### src/rtl/ym2602_vram_pkg.sv
// Shared types for the VDP VRAM arbiter: FSM states, access kinds and default strobe length.
package ym2602_vram_pkg;

  typedef enum logic [1:0] {IDLE, SETUP, STROBE, HOLD} state_e;

  typedef enum logic [1:0] {ACC_NONE, ACC_REN, ACC_CPU_RD, ACC_CPU_WR} acc_e;

  localparam int unsigned STROBE_LEN_DEF = 2;

endpackage

### src/rtl/ym2602_vram_strobe_gen.sv
// Access sequencer: IDLE -> SETUP -> STROBE x STROBE_LEN -> HOLD, producing the active-low
// VRAM strobes, bus drive enable, the read-capture pulse and the completion pulse.
module ym2602_vram_strobe_gen
  import ym2602_vram_pkg::*;
#(
  parameter int unsigned STROBE_LEN = STROBE_LEN_DEF
) (
  input  logic       i_clk,
  input  logic       i_rst,
  input  logic       i_start,
  input  logic [1:0] i_acc,
  input  logic       i_odd,
  output logic       o_idle,
  output logic [1:0] o_acc,
  output logic       o_ce,
  output logic       o_oe,
  output logic       o_we0,
  output logic       o_we1,
  output logic       o_doe,
  output logic       o_capture,
  output logic       o_done
);

  localparam logic [2:0] LAST_CNT = 3'(STROBE_LEN - 1);

  state_e     r_state, w_state_nxt;
  acc_e       r_acc;
  logic       r_odd;
  logic [2:0] r_cnt, w_cnt_nxt;
  logic       w_is_wr;

  assign w_is_wr = (r_acc == ACC_CPU_WR);
  assign o_idle  = (r_state == IDLE);
  assign o_acc   = r_acc;

  always_ff @(posedge i_clk) begin
    if (i_rst) begin
      r_state <= IDLE;
      r_cnt   <= '0;
      r_acc   <= ACC_NONE;
      r_odd   <= 1'b0;
    end else begin
      r_state <= w_state_nxt;
      r_cnt   <= w_cnt_nxt;
      if (i_start && (r_state == IDLE)) begin
        r_acc <= acc_e'(i_acc);
        r_odd <= i_odd;
      end
    end
  end

  always_comb begin
    w_state_nxt = r_state;
    w_cnt_nxt   = r_cnt;
    o_ce        = 1'b1;
    o_oe        = 1'b1;
    o_we0       = 1'b1;
    o_we1       = 1'b1;
    o_doe       = 1'b0;
    o_capture   = 1'b0;
    o_done      = 1'b0;
    case (r_state)
      IDLE: begin
        if (i_start && (acc_e'(i_acc) != ACC_NONE)) w_state_nxt = SETUP;
      end
      SETUP: begin
        o_ce        = 1'b0;
        o_doe       = w_is_wr;
        w_cnt_nxt   = '0;
        w_state_nxt = STROBE;
      end
      STROBE: begin
        o_ce  = 1'b0;
        o_doe = w_is_wr;
        if (w_is_wr) begin
          o_we0 = r_odd;
          o_we1 = !r_odd;
        end else begin
          o_oe = 1'b0;
        end
        // VRAM_DI is sampled on the edge that ends the final strobe cycle.
        if (r_cnt == LAST_CNT) begin
          o_capture   = 1'b1;
          w_state_nxt = HOLD;
        end else begin
          w_cnt_nxt = r_cnt + 3'd1;
        end
      end
      HOLD: begin
        o_ce        = 1'b0;
        o_doe       = w_is_wr;
        o_done      = 1'b1;
        w_state_nxt = IDLE;
      end
      default: w_state_nxt = IDLE;
    endcase
  end

endmodule

### src/rtl/ym2602_vram_arb.sv
// VDP VRAM slot arbiter: render slots go to the fetch engine, free slots to a pending CPU
// write then read. Define YM2602_VRAM_ARB_STATS_EN to add the STAT_CPU/STAT_WAIT counters.
module ym2602_vram_arb
  import ym2602_vram_pkg::*;
#(
  parameter int unsigned STROBE_LEN = STROBE_LEN_DEF,
  parameter int unsigned ADDR_W     = 14
) (
  input  logic              MCLK,
  input  logic              RESET,
`ifdef YM2602_VRAM_ARB_STATS_EN
  input  logic              STAT_CLR,
  output logic [15:0]       STAT_CPU,
  output logic [15:0]       STAT_WAIT,
`endif
  input  logic              SLOT_STB,
  input  logic              SLOT_RENDER,
  input  logic [ADDR_W-1:0] REN_ADDR,
  output logic [7:0]        REN_DATA,
  output logic              REN_VALID,
  input  logic              CPU_WR_REQ,
  input  logic              CPU_RD_REQ,
  input  logic [ADDR_W-1:0] CPU_ADDR,
  input  logic [7:0]        CPU_WDATA,
  output logic              CPU_BUSY,
  output logic [7:0]        CPU_RDATA,
  output logic              CPU_RD_VALID,
  output logic              SLOT_OVR,
  output logic [ADDR_W-2:0] VRAM_A,
  output logic [7:0]        VRAM_DO,
  input  logic [7:0]        VRAM_DI,
  output logic              VRAM_DOE,
  output logic              CE,
  output logic              OE,
  output logic              WE0,
  output logic              WE1
);

  logic              r_busy, r_pend, r_pend_wr, r_ovr;
  logic [ADDR_W-1:0] r_addr;
  logic [7:0]        r_wdata, r_vram_do, r_ren_data, r_cpu_rdata;
  logic [ADDR_W-2:0] r_vram_a;

  logic       w_idle, w_grant_ren, w_grant_cpu, w_start, w_accept, w_odd;
  logic       w_capture, w_done, w_cpu_done;
  acc_e       w_acc;
  logic [1:0] w_gen_acc;

  assign w_accept    = !r_busy && (CPU_WR_REQ || CPU_RD_REQ);
  assign w_grant_ren = SLOT_STB && w_idle && SLOT_RENDER;
  assign w_grant_cpu = SLOT_STB && w_idle && !SLOT_RENDER && r_pend;
  assign w_start     = w_grant_ren || w_grant_cpu;
  assign w_cpu_done  = w_done && ((w_gen_acc == ACC_CPU_RD) || (w_gen_acc == ACC_CPU_WR));

  always_comb begin
    w_acc = ACC_NONE;
    w_odd = 1'b0;
    if (w_grant_ren) begin
      w_acc = ACC_REN;
      w_odd = REN_ADDR[0];
    end else if (w_grant_cpu) begin
      w_acc = r_pend_wr ? ACC_CPU_WR : ACC_CPU_RD;
      w_odd = r_addr[0];
    end
  end

  ym2602_vram_strobe_gen #(
    .STROBE_LEN(STROBE_LEN)
  ) u_strobe_gen (
    .i_clk    (MCLK),
    .i_rst    (RESET),
    .i_start  (w_start),
    .i_acc    (w_acc),
    .i_odd    (w_odd),
    .o_idle   (w_idle),
    .o_acc    (w_gen_acc),
    .o_ce     (CE),
    .o_oe     (OE),
    .o_we0    (WE0),
    .o_we1    (WE1),
    .o_doe    (VRAM_DOE),
    .o_capture(w_capture),
    .o_done   (w_done)
  );

  always_ff @(posedge MCLK) begin
    if (RESET) begin
      r_busy      <= 1'b0;
      r_pend      <= 1'b0;
      r_pend_wr   <= 1'b0;
      r_ovr       <= 1'b0;
      r_addr      <= '0;
      r_wdata     <= '0;
      r_vram_a    <= '0;
      r_vram_do   <= '0;
      r_ren_data  <= '0;
      r_cpu_rdata <= '0;
    end else begin
      // Accept needs !r_busy while grant/done need r_busy, so these never collide.
      if (w_accept) begin
        r_busy    <= 1'b1;
        r_pend    <= 1'b1;
        r_pend_wr <= CPU_WR_REQ;
        r_addr    <= CPU_ADDR;
        r_wdata   <= CPU_WDATA;
      end
      if (w_grant_cpu) r_pend <= 1'b0;
      if (w_cpu_done) r_busy <= 1'b0;
      if (w_grant_ren) begin
        r_vram_a <= REN_ADDR[ADDR_W-1:1];
      end else if (w_grant_cpu) begin
        r_vram_a <= r_addr[ADDR_W-1:1];
        if (r_pend_wr) r_vram_do <= r_wdata;
      end
      if (w_capture && (w_gen_acc == ACC_REN)) r_ren_data <= VRAM_DI;
      if (w_capture && (w_gen_acc == ACC_CPU_RD)) r_cpu_rdata <= VRAM_DI;
      if (SLOT_STB && !w_idle) r_ovr <= 1'b1;
    end
  end

`ifdef YM2602_VRAM_ARB_STATS_EN
  logic [15:0] r_stat_cpu, r_stat_wait;

  always_ff @(posedge MCLK) begin
    if (RESET || STAT_CLR) begin
      r_stat_cpu  <= '0;
      r_stat_wait <= '0;
    end else begin
      if (w_cpu_done && (r_stat_cpu != 16'hFFFF)) r_stat_cpu <= r_stat_cpu + 16'd1;
      if (w_grant_ren && r_busy && (r_stat_wait != 16'hFFFF)) r_stat_wait <= r_stat_wait + 16'd1;
    end
  end

  assign STAT_CPU  = r_stat_cpu;
  assign STAT_WAIT = r_stat_wait;
`endif

  assign CPU_BUSY     = r_busy;
  assign SLOT_OVR     = r_ovr;
  assign VRAM_A       = r_vram_a;
  assign VRAM_DO      = r_vram_do;
  assign REN_DATA     = r_ren_data;
  assign CPU_RDATA    = r_cpu_rdata;
  assign REN_VALID    = w_done && (w_gen_acc == ACC_REN);
  assign CPU_RD_VALID = w_done && (w_gen_acc == ACC_CPU_RD);

endmodule

### config.mk
export PLATFORM = sky130hd
export DESIGN_NAME = ym2602_vram_arb
export DESIGN_NICKNAME = d
export VERILOG_FILES = /design/src/rtl/ym2602_vram_pkg.sv /design/src/rtl/ym2602_vram_strobe_gen.sv /design/src/rtl/ym2602_vram_arb.sv
export SDC_FILE = /design/constraint.sdc
export NUM_CORES = 1
export LEC_CHECK = 0
export CORE_MARGIN = 2
export CORE_UTILIZATION = 42
export DETAILED_ROUTE_END_ITERATION = 8
export PLACE_DENSITY = 0.82
export SYNTH_ARGS = -nofsm -noshare
export SYNTH_HDL_FRONTEND = slang
export SYNTH_HIERARCHICAL = 1
export SYNTH_SLANG_ARGS = --single-unit
### constraint.sdc
create_clock -name MCLK -period 2.12 [get_ports MCLK]
set_input_delay 0.424 -clock MCLK [delete_from_list [all_inputs] [get_ports MCLK]]
set_output_delay 0.424 -clock MCLK [all_outputs]
set_load 0.05 [all_outputs]
* Yosys cells after proc, flatten, opt, wreduce, memory -nomap -nowiden
Cells that the tools add are included.
** Storage, ports and cells
- Register bits :: 71
- Input port bits :: 50
- Output and inout bits :: 46
- Logic and storage cells :: 79
** Operators by class
- Add/subtract/negate cells :: 1
- Equal/unequal tests :: 10
- Muxes and demuxes :: 23
- Bitwise gates (word level) :: 1
- Reduce and logical (&&, ||, !) cells :: 30
** Operators by type and width (count)
- 2-to-1 mux 13 bit :: 2
- 2-to-1 mux 1 bit :: 14
- logical AND 1 bit :: 13
- == test 2 bit, second input constant :: 4
- 2-to-1 mux 2 bit :: 4
- one-hot mux 2 bit (4 select lines) :: 1
- one-hot mux 3 bit (2 select lines) :: 1
- nonzero test 2 bit :: 3
- == test 2 x 1 -> 1 bit, second input constant :: 2
- logical NOT 1 bit :: 4
- inequality test 2 x 1 -> 1 bit, second input constant :: 2
- AND reduction 2 bit :: 2
- OR reduction 2 bit :: 2
- adder 3 x 1 -> 3 bit, second input constant :: 1
- == test 3 x 1 -> 1 bit, second input constant :: 1
- logical OR 1 bit :: 3
- 2-to-1 mux 3 bit :: 1
- AND reduction 3 bit :: 1
- OR reduction 3 bit :: 1
- logical NOT 2 bit :: 1
- inequality test 2 bit, second input constant :: 1
- NOT 1 bit :: 1

* Logic depth before layout (Yosys ltp)
- Depth in word-level cells :: 10
- Gate-level depth with buffers :: 10
- Gate-level depth less buffers :: 8

* Modules after synthesis
Netlist, hierarchy kept.
** Modules (own cells, without submodules)
- ym2602_vram_arb :: instances 1, cells each 285, area an instance 2643.8 um^2, seq. area each 1261.2 um^2
- ym2602_vram_strobe_gen :: instances 1, cells each 56, area an instance 462.9 um^2, seq. area each 160.2 um^2

* Worst setup path after synthesis
Ideal clock, no wire load.
- Kind :: register to register
- Start point :: register u_strobe_gen.r_state[0]
- End point :: register u_strobe_gen.r_state[0]
- Library setup time :: 0.086 ns
- Data arrival time :: 2.207 ns
- Data required time :: 2.034 ns
- Setup slack :: -0.173 ns
- Cell stages (with the launch flop) :: 11
- Buffers on the path :: 2
- Period minus slack after synthesis :: 2.293 ns
- Cell sequence :: dfxtp_1 inv_1 ha_1 buf_4 and4b_1 and2_4 buf_6 a21o_1 o21ai_0 o2bb2ai_1 a211oi_1
** Between the ends
- Word-level cells in the longest chain between the ends :: 10
- Elaborated cells on any way between the ends :: 17
- Classes of those cells :: eq/ne (5); mux (3); reduce/logical (9)
** Ends and longest elaborated chain
- from (decl) :: RTL line ym2602_vram_strobe_gen.sv:26 : state_e r_state, w_state_nxt;
- from (signal assigned) :: RTL line ym2602_vram_strobe_gen.sv:43 : r_state <= w_state_nxt;
- logical NOT 2 bit (*) :: RTL line ym2602_vram_strobe_gen.sv:33 : assign o_idle = (r_state == IDLE);
- named net w_idle :: RTL line ym2602_vram_arb.sv:44 : logic w_idle, w_grant_ren, w_grant_cpu, w_start, w_accept, w_odd;
- logical AND 1 bit (*) :: RTL line ym2602_vram_arb.sv:50, ym2602_vram_arb.sv:51
- logical AND 1 bit (2 in series) :: RTL line ym2602_vram_arb.sv:51 : assign w_grant_cpu = SLOT_STB && w_idle && !SLOT_RENDER && r_pend;
- 2-to-1 mux 2 bit :: RTL line ym2602_vram_arb.sv:61 : end else if (w_grant_cpu) begin
- 2-to-1 mux 2 bit (*) :: RTL line ym2602_vram_arb.sv:58 : if (w_grant_ren) begin
- named net w_acc[0] :: RTL line ym2602_vram_arb.sv:46 : acc_e w_acc;
- nonzero test 2 bit (*) :: RTL line ym2602_vram_strobe_gen.sv:64 : if (i_start && (acc_e'(i_acc) != ACC_NONE)) w_state_nxt = SETUP;
- logical AND 1 bit (*) :: RTL line ym2602_vram_strobe_gen.sv:64
- inequality test 2 x 1 -> 1 bit (no line) (*)
- AND reduction 2 bit (no line) (*)
Mark *: on every way through the listed nets, which the timed path passes. The rest lies on a longest branch.
A chain may end at the register's enable or synchronous reset.

* Worst setup path after layout
- Start point :: register u_strobe_gen.r_state[0]
- End point :: output WE0
** Between the ends
- Word-level cells in the longest chain between the ends :: 2
** Ends and longest elaborated chain
- == test 2 bit :: RTL line ym2602_vram_strobe_gen.sv:62 : case (r_state)
- 2-to-1 mux 1 bit :: RTL line ym2602_vram_strobe_gen.sv:62
- to (decl) :: RTL line ym2602_vram_arb.sv:35 : output logic WE0,
No other way between the ends.

==> results <==
per-stage QoR:
step	cell area (sq um)	power (mW)	setup WS, ns	cells
2_1_floorplan	3110	2.19	0.0486	341
3_3_place_gp	4150	2.50	0.0773	520
3_5_place_dp	4150	2.53	0.0243	520
4_1_cts	4390	3.83	0.00642	536
5_1_grt	4400	3.97	0.00625	536
6_report	4400	3.82	0.0657	536
registers in the layout, indices dropped and copies added (netlist names), 2 cells and up:
signal and flops:
REN_DATA 8, CPU_RDATA 8, r_addr 14, u_strobe_gen/r_state 2, r_wdata 8, VRAM_A 13
u_strobe_gen/o_acc 2, u_strobe_gen/r_cnt 3, VRAM_DO 8
routing by layer:
metal / part of all wire, % / track usage, %
met1: 43 / 22.4
met2: 51 / 32.8
met3: 3.5 / 3.86
met4: 1.9 / 7.69
met5: 0 / 0
power by group through the flow:
stage / registers (mW) / clock network (mW) / logic [mW]
2_1_floorplan: 1.70 / 0 / 0.493
3_3_place_gp: 1.53 / 0 / 0.969
3_5_place_dp: 1.53 / 0 / 0.994
4_1_cts: 1.50 / 1.33 / 1.00
5_1_grt: 1.51 / 1.38 / 1.08
6_report: 1.50 / 1.31 / 1.00
path summary, 6_finish.rpt:
check / from / end / slack [ns] / depth (start not counted)
setup / recovery: u_strobe_gen/r_state[0]$_SDFFE_PP0P_ / WE0 / 0.07 / 5
hold reg to reg: r_addr[2]$_SDFFE_PP0P_ / r_addr[2]$_SDFFE_PP0P_ / 0.45 / 2
setup reg to reg: u_strobe_gen/r_state[0]$_SDFFE_PP0P_ / u_strobe_gen/r_state[1]$_SDFFE_PP0P_ / 0.20 / 8
hold / removal: r_addr[2]$_SDFFE_PP0P_ / r_addr[2]$_SDFFE_PP0P_ / 0.45 / 2
cell usage in the layout (no fill, tap or decap), types with 3 or more instances in the layout:
cell type / Yosys / routed
nand2b_1: 24 / 24
buf_4: 2 / 13
or3_1: 3 / 3
a211oi_1: 6 / 6
inv_1: 4 / 4
bufinv_16: 0 / 3
a211oi_2: 9 / 9
buf_12: 0 / 4
ha_1: 6 / 4
dfxtp_1: 71 / 71
mux2i_1: 31 / 31
nand2_1: 55 / 55
o21ai_2: 8 / 8
a21oi_1: 28 / 28
nand3_1: 3 / 3
nor2_1: 37 / 37
clkbuf_8: 0 / 10
nand4b_1: 8 / 8
clkdlybuf4s50_1: 0 / 87
worst min-delay path, stage by stage (launching register included):
cell and delay, ns:
dfxtp_1 0.31, nand2_1 0.05, a21oi_1 0.05
cells by family after synthesis:
logic type	synth area share, %
multiplexers	9.99
adder cells (fa/ha/maj)	2.42
buffers and inverters	5.11
flip-flops	45.8
AND/OR/NAND/NOR	22.2
AO/OA/AOI/OAI	14.5
layout make-up:
class	count	area share (%)
well taps	99	2.81
clock buffers	10	3.13
inverters	5	0.426
repair buffers	105	23.9
clock inverters	6	2.44
multi-input cells	240	35.0
flip-flops and latches	71	32.3
==> out/metrics.csv <==
stage,metric,value,unit
clock_tree,root_buffer,clkbuf_8,
synth,synth_seq_cells,71,
global_routing,grt_usage,18.8,%
global_routing,grt_pass1_wl,12400,um
pwr,ir_worst_vdd,0.378,mV
floorplan,fp.dieH,90.0,um
pwr,powerDensity,866,nW/um^2
timing,finalCritPeriodShare,96.9,%
timing,relSlewSlack,61.2,%
critical_path,critical_path_arrival,1.63,ns
synth,yosys_warnings,6,
layout,fin_util,61.0,%
layout,layout-drive-gt1-share,13.0,%
critical_path,crit_buf_inv,3,
floorplan,rows,31,
global_routing,antenna_found_initial,0,
layout,multi_input_area,1540,sq um
timing,hold_viol,0,
clock_tree,cts_hold_buf,0,
pwr,internal_power,2.65,mW
synth,ys_async_sr_fraction,0,%
clock_tree,post_cts_buffers,0,
clock_tree,clk_path_buf_depth,2,
placement,portBuffers,95,
synth,yosysMostFrequentCell,dfxtp_1,
pwr,power.share.sequential,39.4,%
global_routing,grt_pass1_vias,2693,
synth,synth-edff-count,0,
outcome,status,finished clean,
timing,tns,0,ns
placement,gp_congestion,0.763,
synth,postSynthAreaPerCell,9.11,sq um
critical_path,cp-end-kind,output pin,
critical_path,cp_max_fo,8,
clock_tree,clk_pin_slew,0.07,ns
timing,fin_skew,0.00832,ns
detailed_routing,vias,2645,
global_routing,overflow,0,
timing,finalSetupViolations,0,
floorplan,die_area,8100,sq um
pwr,switchingPower,1.17,mW
detailed_routing,wl_per_cell,13.9,um
clock_tree,cts_resized,1,
critical_path,path_delay_family,buffers and inverters,
critical_path,path_cells,inv_1 > ha_4 > inv_2 > or3_1 > buf_4,
layout,regArea,1420,sq um
layout,nets,488,
clock_tree,numCtsBuffers,9,
flow_run,maxCapViolations,0,
min_path,hold_path_class,flop to flop,
pwr,switching_share,30.5,%
clock_tree,cts_num_sinks,71,
timing,holdWs,0.451,ns
synth,synthCells,341,
synth,yosysSeqAreaShare,45.8,%
critical_path,slowest_stage,dfxtp_1,
floorplan,core,7210,sq um
timing,rsz0062_at_grt,false,
clock_tree,cts_tree,done,
synth,ys.flop_type,dfxtp_1,
global_routing,grt_max_degree,81,
synth,yosys.area.top_type,dfxtp_1,
pwr,pwr-share-comb,26.3,%
clock_tree,clk_latency,0.34,ns
synth,synth_area_leaders,"dfxtp_1, mux2i_1, nand2_1",
synth,syn_area,3110,sq um
timing,fmax,487,MHz
critical_path,worstPathRequired,1.70,ns
detailed_routing,antenna_left,0,
timing,slew_violations,0,
floorplan,io-pin-count,96,
critical_path,crit_path_max_incr_delay,0.34,ns
timing,fin_crit,2.05,ns
detailed_routing,routed_wl,7440,um
floorplan,initial_core_util,43.1,%
layout,diodes,0,
detailed_routing,drt-initial-drc-count,98,
synth,syn_nets,397,
synth,synth_cell_type_count,38,
detailed_routing,vias_per_cell,4.93,
synth,synth.top_cell.area_share,45.8,%
clock_tree,htree_levels,3,
detailed_routing,dr.pass1.iters,5,
timing,worstMarginPinSlew,0.580,ns
layout,area_delta_synth_final,41.8,%
floorplan,fp.dieW,90.0,um
placement,hpwl,5330,um
critical_path,path_class,flop to output pin,
pwr,power_leakage,1.79,nW
detailed_routing,route.detailed.drc,0,
layout,fillers,610,
synth,synthTopCellsByCount,"dfxtp_1, nand2_1, nor2_1, mux2i_1, a21oi_1",
pwr,p_clk_share,34.3,%
critical_path,setup.worst_path.start_class,flop,
Note: power is estimated with default switching activity, not from simulation.
==> RTL change, RTL diff (config.mk and constraints unchanged) <==
Register the outputs `REN_VALID` and `CPU_RD_VALID`, with the module's reset; this adds one clock of latency there. The other outputs are not delayed to match.
--- a/src/rtl/ym2602_vram_arb.sv
+++ b/src/rtl/ym2602_vram_arb.sv
@@ -143,4 +143,11 @@
   assign CPU_RDATA    = r_cpu_rdata;
-  assign REN_VALID    = w_done && (w_gen_acc == ACC_REN);
-  assign CPU_RD_VALID = w_done && (w_gen_acc == ACC_CPU_RD);
+  always_ff @(posedge MCLK) begin
+    if (RESET) begin
+      REN_VALID    <= '0;
+      CPU_RD_VALID <= '0;
+    end else begin
+      REN_VALID    <= w_done && (w_gen_acc == ACC_REN);
+      CPU_RD_VALID <= w_done && (w_gen_acc == ACC_CPU_RD);
+    end
+  end
 
Formal check against the unedited RTL: not equivalent (Yosys sat finds a counterexample within 10 cycles, from zero or initial values and one cycle with RESET high).
==> RTL change against the original RTL <==
Sequential cell count is 2 higher. Setup slack gained 0.033 ns. Non-clock buffer count grew 3. Sequential power increased by 3%. Wire length grew 4.7%. Final area rose by 0.88%. Power fell by 4.3%. Clock skew up 0.0027 ns. Area after synthesis is 1.7% higher. Die area rose by 1.6%.
==> RTL change: results (changes against the original RTL) <==
| Metric | Value |
|---|---|
| Status | `finished clean` |
| Syn Std Cell Area | `3160 sq um (+1.7%)` |
| Layout cells sized above 1 | `13.6% (+0.56 points)` |
| Hold path start | `r_addr[5]` |
| Post-synthesis mux area share | `9.82% (-0.17 points)` |
| Switching Share | `33.3% (+2.7 points)` |
| Vias/cell | `4.95 (+0.23%)` |
| Global Route Usage Sum | `19.2% (+0.44 points)` |
| Post-layout nets | `492 (+0.82%)` |
| Worst Hold Path EP | `r_addr[5]` |
| Synthesized net count | `399 (+0.50%)` |
| Met3 track demand over resource | `3.84% (-0.016 points)` |
| Pre-CTS WS | `0.0363 ns (+0.0121 ns)` |
| First-pass GRT wire length | `12600 microns (+2.0%)` |
| Detailed Route WL | `7790 microns (+4.7%)` |
| Drt first pass iters | `4 (-1)` |
| Post-synthesis instance total | `343 (+0.59%)` |
| Normalized max-slew margin | `64.3% (+3.1 points)` |
| Hold slack final | `0.450 ns (-0.00148 ns)` |
| Post-DP Area | `4230 sq um (+2.1%)` |
| Metal2 WL | `4170 microns (+9.0%)` |
| # fillers | `611 (+0.16%)` |
| Top post-synthesis cells by area | `dfxtp_1 (46%), mux2i_1 (9.8%), nand2_1 (6.4%), nand2b_1 (4.8%), a21oi_1 (4.4%)` |
| Placed Cells | `524 (+0.77%)` |
| Arr. time, crit path | `1.60 ns (-0.03 ns)` |
| Setup slack, reg-to-reg | `0.31 ns (+0.11 ns)` |
| Top post-synthesis cells by count | `dfxtp_1 (73), nand2_1 (54), nor2_1 (36), mux2i_1 (31), a21oi_1 (28)` |
| Sequential area share after synthesis | `46.3% (+0.51 points)` |
| GR Util met2 | `34.5% (+1.7 points)` |
| Layout Cells excl Fill | `540 (+0.75%)` |
| Final clock skew | `0.0110 ns (+0.00267 ns)` |
| Flop pwr share | `42.4% (+3.0 points)` |
| WL met3 | `270 microns (+3.1%)` |
| Complex-gate fraction of the synthesized area | `14.3% (-0.24 points)` |
| Peak supply drop | `0.561 mV (+48%)` |
| Final Wtd Congestion | `0.764 (+0.13%)` |
-- RTL change: area by class of cell --
cell class / instances / area [sq um] / share of cell area, %
Timing Repair Buffer: 108 / 1090 / 24.6
Tap cell: 99 / 124 / 2.79
Clock buffer: 10 / 128 / 2.87
Sequential cell: 73 / 1460 / 32.9
Clock inverter: 6 / 67.6 / 1.52
Multi-Input combinational cell: 239 / 1550 / 34.9
Inverter: 5 / 18.8 / 0.422
-- RTL change: repair_timing --
| action | 4_1_cts | 5_1_grt |
|---|---|---|
| setup endpoints to repair | 1 | 2 |
| gates resized for setup | 2 | 2 |
| gates cloned | 0 | 0 |
-- RTL change: kinds of logic (layout without fill, tap and decap cells) --
family,after synthesis,count (layout)
AND/OR/NAND/NOR,141,141
flip-flops,73,73
AO/OA/AOI/OAI,61,61
buffers and inverters,31,129
multiplexers,31,31
adder cells (fa/ha/maj),6,6
